**config.mk**
```make
export PLATFORM = sky130hd
export DESIGN_NAME = romram_arbiter
export DESIGN_NICKNAME = d
export VERILOG_FILES = /design/src/rtl/romram_arbiter.sv
export SDC_FILE = /design/constraint.sdc
export NUM_CORES = 1
export LEC_CHECK = 0
export BUFFER_PORTS_ARGS = -buffer_cell sky130_fd_sc_hd__buf_2
export CORE_AREA = 2 2 124 126
export CTS_CLUSTER_SIZE = 40
export DETAILED_ROUTE_END_ITERATION = 10
export DIE_AREA = 0 0 126 128
export GPL_TIMING_DRIVEN = 0
export MAX_ROUTING_LAYER = met4
export PLACE_DENSITY = 0.54
export SETUP_SLACK_MARGIN = 0.3
export SKIP_LAST_GASP = 1
export SLEW_MARGIN = 25
export SYNTH_ARGS = -nofsm -noshare
export SYNTH_HDL_FRONTEND = slang
export SYNTH_SLANG_ARGS = --single-unit
export TNS_END_PERCENT = 30
```
**constraint.sdc**
```tcl
create_clock -name clk -period 1.7 [get_ports clk]
set_input_delay 0.17 -clock clk [delete_from_list [all_inputs] [get_ports clk]]
set_output_delay 0.17 -clock clk [all_outputs]
set_load 0.01 [all_outputs]
```
**src/rtl/romram_arbiter.sv**
```systemverilog
// Two-master round-robin Wishbone arbiter for the monitor ROM/RAM slave,
// holding each grant for a whole cyc period and guarding the slave with a watchdog.
module romram_arbiter #(
    parameter int unsigned AW      = 32,
    parameter int unsigned DW      = 32,
    parameter int unsigned TIMEOUT = 16
) (
    input  logic            clk,
    input  logic            rst_n,
    input  logic            m0_cyc,
    input  logic            m0_stb,
    input  logic            m0_we,
    input  logic [DW/8-1:0] m0_sel,
    input  logic [AW-1:0]   m0_adr,
    input  logic [DW-1:0]   m0_dat_o,
    output logic [DW-1:0]   m0_dat_i,
    output logic            m0_ack,
    output logic            m0_err,
    input  logic            m1_cyc,
    input  logic            m1_stb,
    input  logic            m1_we,
    input  logic [DW/8-1:0] m1_sel,
    input  logic [AW-1:0]   m1_adr,
    input  logic [DW-1:0]   m1_dat_o,
    output logic [DW-1:0]   m1_dat_i,
    output logic            m1_ack,
    output logic            m1_err,
    output logic            s_cyc,
    output logic            s_stb,
    output logic            s_we,
    output logic [DW/8-1:0] s_sel,
    output logic [AW-1:0]   s_adr,
    output logic [DW-1:0]   s_dat_o,
    input  logic [DW-1:0]   s_dat_i,
    input  logic            s_ack,
    input  logic            s_err,
    output logic [1:0]      gnt
);

    typedef enum logic [1:0] {IDLE, GNT0, GNT1} state_t;

    localparam logic [7:0] WD_LAST = 8'(TIMEOUT - 1);

    state_t     state, state_next;
    logic       last, last_next;
    logic [7:0] wd_count;
    logic       arb_en;
    logic       stb_raw;
    logic       wd_fire;

    always_ff @(posedge clk or negedge rst_n) begin
        if (!rst_n) begin
            state <= IDLE;
            last  <= 1'b1;
        end else begin
            state <= state_next;
            last  <= last_next;
        end
    end

    always_comb begin
        state_next = state;
        last_next  = last;
        arb_en     = (state == IDLE) || (state == GNT0 && !m0_cyc) || (state == GNT1 && !m1_cyc);
        if (arb_en) begin
            if (m0_cyc && m1_cyc) begin
                // On a tie the master that did not hold the bus last wins.
                state_next = last ? GNT0 : GNT1;
                last_next  = !last;
            end else if (m0_cyc) begin
                state_next = GNT0;
                last_next  = 1'b0;
            end else if (m1_cyc) begin
                state_next = GNT1;
                last_next  = 1'b1;
            end else begin
                state_next = IDLE;
            end
        end
    end

    assign gnt = {state == GNT1, state == GNT0};

    assign stb_raw = (m0_stb & gnt[0]) | (m1_stb & gnt[1]);
    assign wd_fire = (wd_count == WD_LAST) & stb_raw & ~s_ack;

    always_ff @(posedge clk or negedge rst_n) begin
        if (!rst_n) begin
            wd_count <= '0;
        end else if (!stb_raw || s_ack || s_err || wd_fire) begin
            wd_count <= '0;
        end else begin
            wd_count <= wd_count + 8'd1;
        end
    end

    always_comb begin
        s_cyc   = (m0_cyc & gnt[0]) | (m1_cyc & gnt[1]);
        s_stb   = stb_raw & ~wd_fire;
        s_we    = 1'b0;
        s_sel   = '0;
        s_adr   = '0;
        s_dat_o = '0;
        if (gnt[0]) begin
            s_we    = m0_we;
            s_sel   = m0_sel;
            s_adr   = m0_adr;
            s_dat_o = m0_dat_o;
        end else if (gnt[1]) begin
            s_we    = m1_we;
            s_sel   = m1_sel;
            s_adr   = m1_adr;
            s_dat_o = m1_dat_o;
        end
    end

    assign m0_dat_i = s_dat_i;
    assign m1_dat_i = s_dat_i;
    assign m0_ack   = s_ack & gnt[0];
    assign m1_ack   = s_ack & gnt[1];
    assign m0_err   = (s_err | wd_fire) & gnt[0];
    assign m1_err   = (s_err | wd_fire) & gnt[1];

endmodule

```
==> flow_summary.yaml <==
route:
  vias: 2718
  drtAntennaViolNets: 0
  dr.pass1.iters: 4
  wirelength_um: 10400
  post_drt_wl_per_cell_um: 14.8
  drt_iter0_markers: 88
  drc_errors: 0
  via_per_inst: 3.87
clock_tree:
  cts_sinks: 11
  htreeDepth: 1
  clk_path_buf_depth: 2
  cts_made_buffers: 3
  cts.clk_slew.worst_paths_ns: 0.04
  cts_tree: "done"
  insertion_delay_ns: 0.24
  cts-root-buf: "clkbuf_16"
timing:
  worst-slew-pin-transition_ns: 0.485
  maxSlewHeadroom_pct: 67.7
  finalHoldViolCount: 0
  max_freq_mhz: 591
  period_needed_ns: 1.69
  drv_slew: 0
  rsz0062_at_grt: "yes"
  timing.hold.ws_ns: 0.175
  fin_crit_sh_pct: 99.6
  setup_viol: 0
  fin_tns_setup_ns: 0
  clock_skew_ns: 0.000775
floorplan:
  fp.dieArea_um2: 16100
  start_util_pct: 12.6
  die_w_um: 126
  die_h_um: 128
  coreArea_um2: 14900
  num_io_pins: 319
  rows: 45
placed_design:
  dp.cells: 688
  hpwl_um: 8850
  gp_congestion: 0.798
  port_buffers: 285
setup_path:
  critPathKind: "flip-flop to output pin"
  cp.arrival_ns: 1.52
  cp-start-kind: "flip-flop"
  crit_top_cell: "buf_6"
  crit_path_end_kind: "output pin"
  crit_chain: "buf_6, nor2b_4, buf_12, buf_6, a22o_1, buf_2"
  cp.required_ns: 1.53
  cpMaxStageDelayCell: "dfrtp_2"
  path_max_fanout: 10
  critical-path-max-stage-delay_ns: 0.44
synth:
  yosys.area_share.simple_pct: 8.67
  yosys.area_share.xor_xnor_pct: 1.40
  synth_warnings: 0
  ys_seq_area_share_pct: 14.7
  synthArstFlopShare_pct: 100
  syn_area_um2: 1880
  synthFlopType: "dfrtp_1"
  synth_adder_area_share_pct: 0.667
  muxShareOfSynthArea_pct: 0.534
  synth_seq_cells: 11
  postSynthAreaPerCell_um2: 8.72
  syn-num-nets: 394
  synth_edf_count: 0
  synth_compound_gate_area_share_pct: 40.8
  synth_top_family_by_area: "compound AO/OA/AOI/OAI gates"
  ys_types: 31
  synthCells: 215
min_path:
  hold_path_class: "input pin to flip-flop"
global_routing:
  grt_pass1_vias: 2433
  antenna_found_initial: 0
  grt_pass1_wl_um: 14200
  grt_use_total_pct: 11.5
  grt_max_degree: 12
  grt_remaining_overflow: 0
cells_and_area:
  finalNetCount: 695
  fin_util_pct: 26.5
  syn_to_final_growth_pct: 110
  drive_gt1_share_pct: 76.3
  antennaDiodeCount: 0
  stdcell_count: 703
run:
  maxCapViolCount: 0
outcome:
  outcome: "completed"
pwr:
  total_power_uw: 4660
  p_per_area_nw_per_um2: 1180
  p_leak_uw: 0.00228
  ir_drop_mv: 0.610
cell usage after synthesis, types with 2 or more instances:
master / n / area share, %
buf_4: 66 / 26
a22o_1: 70 / 33
xnor2_1: 2 / 0.93
nand3_1: 3 / 0.80
dfrtp_1: 10 / 13
nand2_1: 3 / 0.60
and4bb_1: 2 / 1.3
nor2b_1: 2 / 0.67
inv_1: 6 / 1.2
buf_6: 5 / 3.0
o21ai_0: 9 / 2.4
a21boi_1: 2 / 0.80
a211oi_2: 3 / 2.0
or3_1: 3 / 1.0
nor3_1: 5 / 1.3
buf_2: 9 / 2.4
repair_timing:
action / 4_1_cts / 5_1_grt
endpoints found under the setup margin: 80 / 81
endpoints found under the hold margin: 10 / 0
gates cloned: 3 / 1
buffers inserted: 6 / 0
pin swaps: 14 / 2
hold buffers: 1 / 0
resized for setup: 51 / 3
registers in the layout, indices dropped and copies added (netlist names):
register,cells
last,1
state,2
wd_count,8
final timing paths:
kind,to,from,cells past startpoint,slack [ns]
setup / recovery,s_adr[7],state[0],6,0.007
hold / removal,state[1],m1_cyc,3,0.17
setup reg to reg,wd_count[6],wd_count[1],4,0.33
hold reg to reg,last,last,2,0.53
max in group asynchronous,last,rst_n,2,1.10
min in group asynchronous,wd_count[3],rst_n,2,0.33
worst max-delay path: cells and delay by family, from the launching register on:
family | cells | cell delay, ns
buffers and inverters | 4 | 0.58
flip-flops | 1 | 0.44
AO/OA/AOI/OAI | 1 | 0.15
AND/OR/NAND/NOR | 1 | 0.12
layer usage:
metal | share of wire [%] | global-route usage, % | vias up | routed length [µm]
li1 | - | - | 1356 | -
met1 | 42 | 14.6 | 1216 | 4320
met2 | 49 | 19.1 | 141 | 5090
met3 | 8.9 | 2.88 | 5 | 923
met4 | 0.49 | 1.55 | 0 | 51
met5 | 0 | - | - | 0
layout by cell type, fill, tap and decap left out, types with 3 or more instances in the layout:
| cell type | n |
|---|---|
| buf_4 | 68 |
| or3_1 | 3 |
| buf_8 | 7 |
| nand2_1 | 3 |
| clkbuf_16 | 4 |
| buf_6 | 15 |
| buf_2 | 280 |
| inv_1 | 6 |
| nor3_1 | 5 |
| a211oi_2 | 3 |
| a22o_1 | 70 |
| o21ai_0 | 9 |
| dfrtp_1 | 8 |
| nand3_1 | 3 |
through the flow:
| stage | area (µm²) | setup WS, ns |
|---|---|---|
| after CTS | 3900 | -0.000559 |
| after global placement | 3540 | -0.0362 |
| after global routing | 3940 | -0.0605 |
| final | 3940 | 0.00660 |
| after detailed placement | 3540 | -0.0380 |
| after floorplan | 1880 | 0.340 |
power by group:
| part | internal (µW) | leakage, µW | switching (µW) |
|---|---|---|---|
| Clock | 315 | 0.0000382 | 123 |
| Sequential | 308 | 0.000141 | 51.6 |
| Combinational | 2060 | 0.00210 | 1810 |
| Total | 2680 | 0.00228 | 1980 |
logic make-up after synthesis:
group | after synthesis
AO/OA/AOI/OAI | 89
adder cells (fa/ha/maj) | 1
flip-flops | 11
AND/OR/NAND/NOR | 23
XOR/XNOR | 3
buffers and inverters | 87
multiplexers | 1
cell type report:
type / count / area [µm²]
clock buffers: 4 / 78.8
plain buffers: 81 / 702
flip-flops and latches: 11 / 279
repair buffers: 296 / 1620
fillers: 1652 / 10900
multi-input cells: 117 / 1010
well taps: 188 / 235
inverters: 6 / 22.5
Note: power is estimated with default switching activity, not from simulation.
